==> src/rtl/switch_ctrl.sv <==
// switch_ctrl: conditions raw board switches for the clock counter.
// Each switch is synchronised, debounced and turned into a stable level plus
// one-cycle rise/fall pulses. Switch 0 rising toggles the counter enable and
// switch 1 rising issues a one-cycle counter clear.
// Optional build macro SWITCH_CTRL_SYNC3_EN: lengthens the synchroniser from
// 2 to 3 flops, adding one edge to every latency.
module switch_ctrl #(
    parameter int NUM_SW          = 2,
    parameter int DEBOUNCE_CYCLES = 1250000,
    parameter int CNT_W           = 21
) (
    input  logic              clk,
    input  logic              rst_n,
    input  logic [NUM_SW-1:0] switches_in,
    output logic [NUM_SW-1:0] sw_stable,
    output logic [NUM_SW-1:0] sw_rise,
    output logic [NUM_SW-1:0] sw_fall,
    output logic              cnt_en,
    output logic              cnt_clr
);

    // Terminal count: a pending level is accepted on its DEBOUNCE_CYCLES-th
    // consecutive edge, i.e. when the counter already holds DEBOUNCE_CYCLES-1.
    localparam logic [CNT_W-1:0] TERM_CNT = CNT_W'(DEBOUNCE_CYCLES - 1);

    logic [NUM_SW-1:0] r_sync_p0;
    logic [NUM_SW-1:0] r_sync_p1;
`ifdef SWITCH_CTRL_SYNC3_EN
    logic [NUM_SW-1:0] r_sync_p2;
`endif
    logic [NUM_SW-1:0] w_sync_out;

    logic [CNT_W-1:0]  r_cnt [NUM_SW];
    logic [NUM_SW-1:0] r_stable;
    logic [NUM_SW-1:0] r_rise;
    logic [NUM_SW-1:0] r_fall;
    logic              r_en;
    logic              r_clr;

    logic [NUM_SW-1:0] w_pending;
    logic [NUM_SW-1:0] w_terminal;

    // --- Stage: metastability synchroniser (raw pins -> fabric clock) ---
    // Shift each raw switch level through the synchroniser chain.
    always_ff @(posedge clk or negedge rst_n) begin
        if (!rst_n) begin
            r_sync_p0 <= '0;
            r_sync_p1 <= '0;
`ifdef SWITCH_CTRL_SYNC3_EN
            r_sync_p2 <= '0;
`endif
        end else begin
            r_sync_p0 <= switches_in;
            r_sync_p1 <= r_sync_p0;
`ifdef SWITCH_CTRL_SYNC3_EN
            r_sync_p2 <= r_sync_p1;
`endif
        end
    end

    // Only the last synchroniser flop is allowed to feed the debounce logic.
`ifdef SWITCH_CTRL_SYNC3_EN
    assign w_sync_out = r_sync_p2;
`else
    assign w_sync_out = r_sync_p1;
`endif

    // --- Stage: debounce (per-bit STABLE / PENDING decision) ---
    // A bit is PENDING while its synchronised level disagrees with the
    // accepted level; it is accepted once the counter reaches terminal count.
    always_comb begin
        w_pending  = w_sync_out ^ r_stable;
        w_terminal = '0;
        for (int i = 0; i < NUM_SW; i++) begin
            w_terminal[i] = w_pending[i] && (r_cnt[i] == TERM_CNT);
        end
    end

    // Advance the debounce counters, accept new levels and emit edge pulses.
    always_ff @(posedge clk or negedge rst_n) begin
        if (!rst_n) begin
            r_stable <= '0;
            r_rise   <= '0;
            r_fall   <= '0;
            for (int i = 0; i < NUM_SW; i++) begin
                r_cnt[i] <= '0;
            end
        end else begin
            for (int i = 0; i < NUM_SW; i++) begin
                // Pulses default low so they can never last more than a cycle.
                r_rise[i] <= 1'b0;
                r_fall[i] <= 1'b0;
                if (w_terminal[i]) begin
                    r_stable[i] <= w_sync_out[i];
                    r_rise[i]   <= w_sync_out[i];
                    r_fall[i]   <= ~w_sync_out[i];
                    r_cnt[i]    <= '0;
                end else if (w_pending[i]) begin
                    // Capped by the terminal compare above, so never wraps.
                    r_cnt[i] <= r_cnt[i] + CNT_W'(1);
                end else begin
                    // Glitch returned to the accepted level: restart from 0.
                    r_cnt[i] <= '0;
                end
            end
        end
    end

    // --- Stage: counter control mapping ---
    // Switch 0 press toggles the enable; switch 1 press becomes a clear pulse.
    always_ff @(posedge clk or negedge rst_n) begin
        if (!rst_n) begin
            r_en  <= 1'b0;
            r_clr <= 1'b0;
        end else begin
            r_en  <= r_en ^ r_rise[0];
            r_clr <= r_rise[1];
        end
    end

    assign sw_stable = r_stable;
    assign sw_rise   = r_rise;
    assign sw_fall   = r_fall;
    assign cnt_en    = r_en;
    assign cnt_clr   = r_clr;

endmodule

==> config.mk <==
export PLATFORM = sky130hd
export DESIGN_NAME = switch_ctrl
export DESIGN_NICKNAME = d
export VERILOG_FILES = /design/src/rtl/switch_ctrl.sv
export SDC_FILE = /design/constraint.sdc
export NUM_CORES = 1
export LEC_CHECK = 0
export CAP_MARGIN = 25
export CORE_UTILIZATION = 50
export CTS_CLUSTER_SIZE = 20
export DETAILED_ROUTE_END_ITERATION = 7
export PLACE_DENSITY = 0.68
export SKIP_CTS_REPAIR_TIMING = 1
export SLEW_MARGIN = 20
export SYNTH_ARGS = -nofsm -noshare
export SYNTH_HDL_FRONTEND = slang
export SYNTH_SLANG_ARGS = --single-unit
export TNS_END_PERCENT = 1
==> constraint.sdc <==
create_clock -name clk -period 3.45 [get_ports clk]
set_clock_uncertainty 0.2 [all_clocks]
set_input_delay 0.69 -clock clk [delete_from_list [all_inputs] [get_ports clk]]
set_output_delay 0.69 -clock clk [all_outputs]
set_load 0.005 [all_outputs]
After elaboration in Yosys (flattened, before gate mapping):

Cells that the tools add are included.

* ROM bits: 0
* memories: 0
* register bits after elaboration: 54
* input bits: 4
* bits in writable memories: 0
* word-level logic and storage cells: 28
* output and inout port bits: 8
* latch bits: 0

* $add $sub $neg: 2
* magnitude comparators: 0
* multiplexer cells: 8
* shifts and indexed selects: 0
* reductions and logical operators: 2
* multipliers: 0
* div/mod/pow operators: 0
* eq/ne operators: 2
* bitwise operators: 4

Operators with widths (number)
* two-way mux 21 bit: 4
* adder 21 x 1 -> 21 bit, second input constant: 2
* == test 21 bit, second input constant: 2
* two-way mux 1 bit: 4
* logical AND 1 bit: 2
* inverter 1 bit: 2
* bitwise XOR 2 bit: 1
* bitwise XOR 1 bit: 1

Longest topological paths before layout:

* depth after elaboration: 3
* mapped depth: 6

Least setup slack after synthesis:

Ideal clock, no wire load.

* path type: register -> register
* from: register r_cnt[0] (netlist bit)
* to: register r_stable[1] (netlist: sw_stable[1])
* data arrival time: 1822 ps
* setup slack: 1303 ps
* cell stages (with the launch flop): 6
* path buffers: 0
* library setup time: 125 ps
* cell sequence: dfrtp_1 -> ha_1 -> and3_2 -> nand4_1 -> or4_4 -> mux2_4

* word-level cells in the longest chain between the ends: 2

RTL lines
* from (decl): RTL line 33 `logic [CNT_W-1:0] r_cnt [NUM_SW];`
* from (signal, indexed assignment): RTL line 100 `r_cnt[i] <= r_cnt[i] + CNT_W'(1);`
* == test 21 bit: RTL line 75 `w_terminal[i] = w_pending[i] && (r_cnt[i] == TERM_CNT);`
* logical AND 1 bit: RTL line 75
* to (signal, indexed assignment): RTL line 94 `r_stable[i] <= w_sync_out[i];`
* to (decl): RTL line 34 `logic [NUM_SW-1:0] r_stable;`

Every way passes these cells.
A chain may end at the register's enable or synchronous reset.

Worst setup path after layout:

* from: register r_cnt[1] (netlist bit)
* to: register r_cnt[8] (netlist bit)

* word-level cells in the longest chain between the ends: 3
* elaborated cells between the ends (all ways): 5

RTL lines
* adder 21 x 1 -> 21 bit or == test 21 bit (tied branches): RTL line 100, 75
* two-way mux 21 bit or logical AND 1 bit (tied branches): RTL line 98, 75
* two-way mux 21 bit *: RTL line 93 `if (w_terminal[i]) begin`

Every way passes the cells marked *; elsewhere a longest branch is shown, timed or not.

==> results_dict.tcl <==
set metrics [dict create \
    antenna_found_initial 0 \
    synthArstFlopShare 1.00 \
    cts_root_buf "clkbuf_8" \
    slew_headroom 0.359 \
    vias 1874 \
    setup_ws_ps 982 \
    htree_num_levels 2 \
    p_leak_nw 1.14 \
    finalSetupTns_ps 0 \
    overflow 0 \
    cp_max_fo 17 \
    regToRegStartpoint "r_cnt[1]" \
    ff2ff_setup_slack_ps 980 \
    cp.arrival_ps 2430 \
    grt_max_degree 39 \
    clock-sinks 54 \
    power_density_nw_per_um2 360 \
    ant_nets 0 \
    fin_util 0.592 \
    seq_area_sq_um 1350 \
    area_growth_syn_to_layout_pct 10.5 \
    ios 12 \
    grt_pass1_wl_um 8270 \
    initial_utilization 0.535 \
    grt_pass1_vias 1716 \
    wl_um 4670 \
    rows 25 \
    crit_path_end_kind "register" \
    ys.flop_type "dfrtp_1" \
    ys_seq_elements 54 \
    avgRoutedWirePerCell_um 14.0 \
    finalCritPeriodShare 0.715 \
    setup_viol 0 \
    place_ws_ps 1000 \
    tightestPinTransition_ps 959 \
    dp_cells 325 \
    status "finished clean" \
    slew_viol_final 0 \
    rr_endpoint "r_cnt[8]" \
    max-vdd-ir-drop_uv 197 \
    cts_made_buffers 5 \
    grt_setup_unrepaired "no" \
    placed_area_sq_um 2780 \
    holdWs_ps 74.6 \
    maxCapViolCount 0 \
    critPathRequiredTime_ps 3410 \
    multi_input_area_sq_um 1200 \
    io_buffer_count 11 \
    gp_congestion 0.796 \
    synth_area_sq_um 2600 \
    cp_slowest_stage_delay_ps 940 \
    max_freq_ghz 0.405 \
    drcViolationCount 0 \
    ys_types 42 \
    cts_buffer_depth 2 \
    drive_gt1_frac 0.0977 \
    yosysWarnings 0 \
    synth_seq_area_share 0.520 \
    die_area_sq_um 5480 \
    hold_viol 0 \
    insertion_delay_ps 310 \
    hp-class "input pin to asynchronous set/reset pin" \
    crit_chain "ha_1, and3_2, nand4_1, o41ai_4, nor2_1" \
    die_h_um 74.1 \
    avgViaCountPerCell 5.63 \
    synth_edf_count 0 \
    worstRegToRegCells 5 \
    clk_pin_slew_ps 90 \
    synth_nets 255 \
    critPathLaunchType "register" \
    final_cell_mix "dfrtp_1, nor2_1, xnor2_1" \
    grt_usage 0.198 \
    firstDrtPassIters 4 \
    fin_area_sq_um 2870 \
    fillCellCount 408 \
    core-area_sq_um 4850 \
    syn_avg_cell_area_sq_um 10.4 \
    nets 271 \
    n_antenna_cell 0 \
    crit_path_top_delay_cell "o41ai_4" \
    p_total_mw 1.03 \
    hpwl_um 3300 \
    drt-initial-drc-count 96 \
    final_common_cell "dfrtp_1" \
    synth_cells 249 \
    final_cells 333 \
    setup.worst_path.class "register to register" \
    die_w_um 74.1 \
    fin_crit_ps 2470 \
    cts_tree "done" \
]
[routing by layer]
| metal | share of wire | global-route usage | up-vias | wire [um] |
|---|---|---|---|---|
| met4 | 0.016 | 0.0919 | 0 | 77 |
| met5 | 0 | 0 | - | 0 |
| li1 | - | - | 922 | - |
| met3 | 0.032 | 0.0285 | 7 | 149 |
| met1 | 0.54 | 0.314 | 917 | 2540 |
| met2 | 0.41 | 0.263 | 28 | 1900 |
[synthesized netlist by cell type, types with 2 or more instances]
master     n  area, sq um
and4_1     4         35.0
or2_2      3         18.8
nand3_1   12         60.1
nor4b_1    3         26.3
or3_1      2         12.5
nand4_1   16          100
xnor2_1   21          184
nor4_1     8         50.1
and2_1     4         25.0
and3_2     3         22.5
and3_1     3         18.8
ha_1       2         25.0
a21oi_1    4         20.0
inv_1      7         26.3
nand2_1   11         41.3
nor2_1    39          146
buf_2      2         10.0
dfrtp_1   54         1350
nor3_1    11         55.1
xor2_1    12          105
a211oi_1   2         15.0
nor2b_1    2         12.5
nor3b_1    2         15.0
o21ai_0    4         20.0
[final cells by class]
type / instances / share of cell area
clock buffers: 5 / 0.0240
clock inverters: 3 / 0.00741
inverters: 7 / 0.00916
multi-input cells: 185 / 0.420
flip-flops and latches: 54 / 0.471
well taps: 67 / 0.0292
repair buffers: 12 / 0.0392
[worst max-delay path: cells and delay by family (launching register included)]
| kind | cells | cell delay, ps |
|---|---|---|
| AND/OR/NAND/NOR | 3 | 520 |
| flip-flops | 1 | 420 |
| adder cells (fa/ha/maj) | 1 | 220 |
| AO/OA/AOI/OAI | 1 | 940 |
[where the power goes]
group          internal (mW)  total, mW  switching (mW)  leakage (nW)
sequential             0.640      0.649         0.00854         0.740
combinational         0.0109     0.0357          0.0248         0.353
clock                  0.143      0.348           0.205        0.0441
[state kept, by name, indices dropped and copies added (netlist names)]
name and count:
sw_rise 2, sw_fall 2, sw_stable 2, cnt_en 1, r_sync_p1 2, r_sync_p0 2, cnt_clr 1, r_cnt 42
[cell families (layout without fill, tap and decap cells)]
kind of cell               count (synthesis)  count (layout)  synth area share
AOI/OAI and AO/OA                         18              18            0.0545
xor gates and xnor gates                  33              33             0.111
adders and majority gates                  2               2           0.00964
buffers and inverters                     10              27            0.0154
DFF                                       54              54             0.520
muxes                                      2               2            0.0101
and+or+nand+nor                          130             130             0.279
[worst max path at each step]
stage	startpoint	end	slack, ps
2_1_floorplan	r_cnt[0]	sw_stable[1]	1300
3_3_place_gp	r_cnt[0]	r_cnt[16]	1080
3_5_place_dp	r_cnt[1]	r_cnt[8]	1000
4_1_cts	r_cnt[1]	r_cnt[12]	980
5_1_grt	r_cnt[1]	r_cnt[6]	820
6_report	r_cnt[1]	r_cnt[8]	980
Note: power is estimated with default switching activity, not from simulation.
==> edit 1: new RTL, same settings <==
The option `SWITCH_CTRL_SYNC3_EN` is turned on by a define.
--- a/src/rtl/switch_ctrl.sv
+++ b/src/rtl/switch_ctrl.sv
@@ -4,6 +4,8 @@
 // switch 1 rising issues a one-cycle counter clear.
 // Optional build macro SWITCH_CTRL_SYNC3_EN: lengthens the synchroniser from
 // 2 to 3 flops, adding one edge to every latency.
+`define SWITCH_CTRL_SYNC3_EN
+
 module switch_ctrl #(
     parameter int NUM_SW          = 2,
     parameter int DEBOUNCE_CYCLES = 1250000,
Check against the original RTL: same outputs for any inputs over 10 cycles, from zero or initial values and one cycle with rst_n low; that may be too few to reach the edited logic, so the function may still have changed.
==> edit 1 against the original RTL <==
  * Area after synthesis rose by 1.9%
  * Worst hold slack gained 17 ps
  * Clock power up 6.9%
  * Core utilization decreased by 1.8 points
  * Global-route usage shrank 0.90 points
  * Synthesized cell count grew 0.80%
  * Non-clock buffer count unchanged
  * Largest power group unchanged
  * Sequential cell count is 2 higher
  * Worst setup slack improved by 65 ps
  * Wire length down 0.13%
  * Die area is 1.9% higher
  * Total power rose by 4.8%
  * Final area rose by 2.0%
==> edit 1: results (changes against the original RTL) <==
Clock network
  – Root Buffer Master: clkbuf_8 (unchanged)
  – Clk slew on worst S/H paths: 110 ps (was 90 ps)

STA
  – Relative max-transition margin: 0.410 (was 0.359)

Yosys
  – Avg Cell Area, Syn: 10.5 um2 (was 10.4 um2)
  – Post-synthesis sequential area ratio: 0.530 (was 0.520)
  – Leading post-synthesis cells by cell area: dfrtp_1, xnor2_1, nor2_1 (unchanged)
  – Synth top cells by count: dfrtp_1, nor2_1, xnor2_1 (unchanged)
  – Synth Net Count: 257 (was 255)

Pwr
  – Pleak: 0.00117 uW (was 0.00114 uW)
  – Peak VDD IR: 0.311 mV (was 0.197 mV)
  – Sw power: 256 uW (was 239 uW)
  – Clock share of power: 0.344 (was 0.337)

Global route
  – Antenna violations before repair: 0 (unchanged)
  – Met2 Use GR: 0.287 (was 0.263)
  – Vias in the first global route: 1,765 (was 1,716)
  – Global routing usage on met1: 0.272 (was 0.314)
  – Gr usage total: 0.189 (was 0.198)
  – Global-route wire length before repair: 7990 um (was 8270 um)
  – Largest net degree at the start of global routing: 41 (was 39)
  – Met3 track demand over resource: 0.0402 (was 0.0285)

Drt
  – Final WL: 4670 um (about the same)
  – WL per Instance: 13.8 um (was 14.0 um)
  – Metal3 WL: 166 um (was 149 um)
  – Via-to-Cell Ratio: 5.39 (was 5.63)
  – Met2 WL: 2070 um (was 1900 um)
  – Post-Route M1 WL: 2360 um (was 2540 um)
  – Iteration-0 DRC count of the detailed router: 69 (was 96)

Final layout
  – Layout cells sized above 1: 0.0970 (was 0.0977)
  – Max reg flops: 42 (unchanged)
  – Nets: 273 (was 271)
  – Filler cell count: 456 (was 408)

Worst setup path
  – Reg2reg setup slack: 1050 ps (was 980 ps)
  – R2r endpoint: r_cnt[12] (was r_cnt[8])
  – CP peak stage delay: 890 ps (was 940 ps)
  – Crit. Startpoint: r_cnt[0] (was r_cnt[1])
  – Worst endpoint data arrival time: 2370 ps (was 2430 ps)

Outcome
  – Status: completed (unchanged)

Placement
  – Routability congestion estimate: 0.842 (was 0.796)
  – DP Wirelength: 3220 um (was 3300 um)
  – I/O Buffers: 11 (unchanged)
  – Placed cell count: 330 (was 325)
[edit 1: logic make-up (layout without fill, tap and decap cells)]
group / after synthesis / count (layout) / synth area share
flops: 56 / 56 / 0.530
simple gates: 130 / 130 / 0.273
buf+inv: 10 / 27 / 0.0151
xor+xnor: 33 / 33 / 0.109
mux: 2 / 2 / 0.00993
fa+ha+maj: 2 / 2 / 0.00945
compound gates: 18 / 18 / 0.0534
[edit 1: cell type report]
class                           count  area, um2  area share
Tap cell                           70       87.6      0.0299
Timing Repair Buffer               12        113      0.0385
Clock inverter                      3       26.3     0.00897
Inverter                            7       26.3     0.00897
Sequential cell                    56       1400       0.479
Multi-Input combinational cell    185       1200       0.412
Clock buffer                        5       68.8      0.0235
[edit 1: through the flow]
step	worst slack, ps	hold WS [ps]	cell area (um2)	power, uW
floorplan	1300	131	2650	702
global placement	1070	136	2830	724
detailed placement	1030	136	2830	724
global route	804	108	2930	1120
finish	1050	91.4	2930	1080
CTS	1030	90.9	2930	1100
==> edit 2: new RTL, same settings <==
Without the edit above. The output `cnt_clr` loses its register stage (`r_clr` becomes a continuous assignment).
--- a/src/rtl/switch_ctrl.sv
+++ b/src/rtl/switch_ctrl.sv
@@ -111,12 +111,12 @@
     always_ff @(posedge clk or negedge rst_n) begin
         if (!rst_n) begin
             r_en  <= 1'b0;
-            r_clr <= 1'b0;
         end else begin
             r_en  <= r_en ^ r_rise[0];
-            r_clr <= r_rise[1];
         end
     end
+
+    assign r_clr = r_rise[1];
 
     assign sw_stable = r_stable;
     assign sw_rise   = r_rise;
Function: no difference found for any inputs over 10 cycles, from zero or initial values and one cycle with rst_n low; that may be too few to reach the edited logic, so the function may still have changed.
==> edit 2 against the original RTL <==
  * Total power fell by 2.2%
  * Largest power group unchanged
  * Area after synthesis fell by 0.67%
  * Wire length down 0.75%
  * Die area fell by 0.66%
  * Clock power shrank 3%
  * Worst setup slack better by 32 ps
  * Global-route usage down 0.33 points
  * Sequential cell count down 1
  * Fmax increased by 1.3%
  * Cell count stayed put
  * Final area decreased by 0.74%
  * Synthesized cell count unchanged
  * Non-clock buffer count up 1
==> edit 2: results (changes against the original RTL) <==
Outcome
  – Status: completed (unchanged)

Yosys
  – Post-synthesis sequential area ratio: 0.514 (was 0.520)
  – Synth top cells by count: dfrtp_1, nor2_1, xnor2_1 (unchanged)
  – Avg Cell Area, Syn: 10.4 um2 (about the same)
  – Synth cell types: 43 (was 42)
  – Post-synth top flop: dfrtp_1 (unchanged)
  – Yosys warning count: 0 (unchanged)
  – Leading post-synthesis cells by cell area: dfrtp_1, xnor2_1, nor2_1 (unchanged)

Worst setup path
  – Worst endpoint data arrival time: 2380 ps (was 2430 ps)
  – Cell family with most CP delay: compound AO/OA/AOI/OAI gates (unchanged)
  – CP peak stage delay: 940 ps (about the same)
  – RR Startpoint: r_cnt[0] (was r_cnt[1])

Clock network
  – Root Buffer Master: clkbuf_8 (unchanged)
  – Worst skew pair latency: 300 ps
  – H-tree level count: 2 (unchanged)
  – Clk slew on worst S/H paths: 90 ps (about the same)
  – CTS max path bufs: 2 (unchanged)
  – Num CTS Buffers: 5 (unchanged)

Global route
  – Global-route wire length before repair: 7910 um (was 8270 um)
  – Antenna violations before repair: 0 (unchanged)
  – Largest net degree at the start of global routing: 21 (was 39)
  – Gr usage total: 0.195 (was 0.198)
  – Vias in the first global route: 1,654 (was 1,716)

Placement
  – DP Wirelength: 3270 um (was 3300 um)
  – Routability congestion estimate: 0.766 (was 0.796)
  – I/O Buffers: 11 (unchanged)

Final layout
  – Max reg flops: 42 (unchanged)
  – Biggest register: r_cnt (unchanged)
  – Filler cell count: 434 (was 408)
  – Antenna diodes: 0 (unchanged)

Drt
  – WL per Instance: 13.9 um (was 14.0 um)
  – Metal3 WL: 163 um (was 149 um)
  – Max layer used: met4 (unchanged)
  – Met2 WL: 1910 um (was 1900 um)
  – Post-Route M1 WL: 2530 um (was 2540 um)
  – Iteration-0 DRC count of the detailed router: 87 (was 96)
  – Vias post-DR: 1,829 (was 1,874)

Pwr
  – Peak VDD IR: 0.248 mV (was 0.197 mV)
  – Pleak: 0.00113 uW (was 0.00114 uW)

STA
  – Slew at the pin closest to its max-slew limit: 954 ps (was 959 ps)
==> edit 2: cell families (layout without fill, tap and decap cells) <==
family                   after synthesis  after routing  share of synthesized area
XOR/XNOR                              33             33                      0.112
flip-flops                            53             53                      0.514
buffers and inverters                 11             28                     0.0184
multiplexers                           2              2                     0.0102
AND/OR/NAND/NOR                      130            130                      0.280
AO/OA/AOI/OAI                         18             18                     0.0548
adder cells (fa/ha/maj)                2              2                    0.00970
==> edit 2: final timing paths <==
path,endpoint,slack (ps),depth (start not counted)
max in group asynchronous,r_cnt[31],2340,2
hold reg to reg,r_sync_p1[0],160,0
setup reg to reg,r_cnt[7],1010,5
setup / recovery,r_cnt[7],1010,5
min in group clk,r_sync_p1[0],160,0
hold / removal,sw_fall[0],120,1
==> edit 2: power by group <==
part	internal [uW]	switching, uW
Sequential	629	8.88
Clock	145	191
Combinational	11.5	24.9
==> edit 2: area by class of cell <==
cell class	count	area, um2	share of cell area
inverter	7	26.3	0.00923
timing repair buffer	13	120	0.0422
multi-input combinational	185	1200	0.423
sequential	53	1330	0.466
clock buffer	6	72.6	0.0255
tap	67	83.8	0.0294
clock inverter	2	13.8	0.00483
==> edit 2: metal layers <==
metal,global-route usage,vias to the layer above
li1,-,918
met1,0.301,883
met2,0.271,26
met3,0.0412,2
met4,0.0577,0
met5,0,-
==> edit 2: through the flow <==
step / area (um2) / power [uW] / setup WS, ps / util
2_1_floorplan: 2580 / 665 / 1300 / -
4_1_cts: 2850 / 1020 / 984 / 0.587
3_3_place_gp: 2760 / 687 / 1080 / 0.570
5_1_grt: 2850 / 1050 / 798 / 0.587
3_5_place_dp: 2760 / 687 / 997 / 0.570
6_report: 2850 / 1010 / 1010 / 0.587
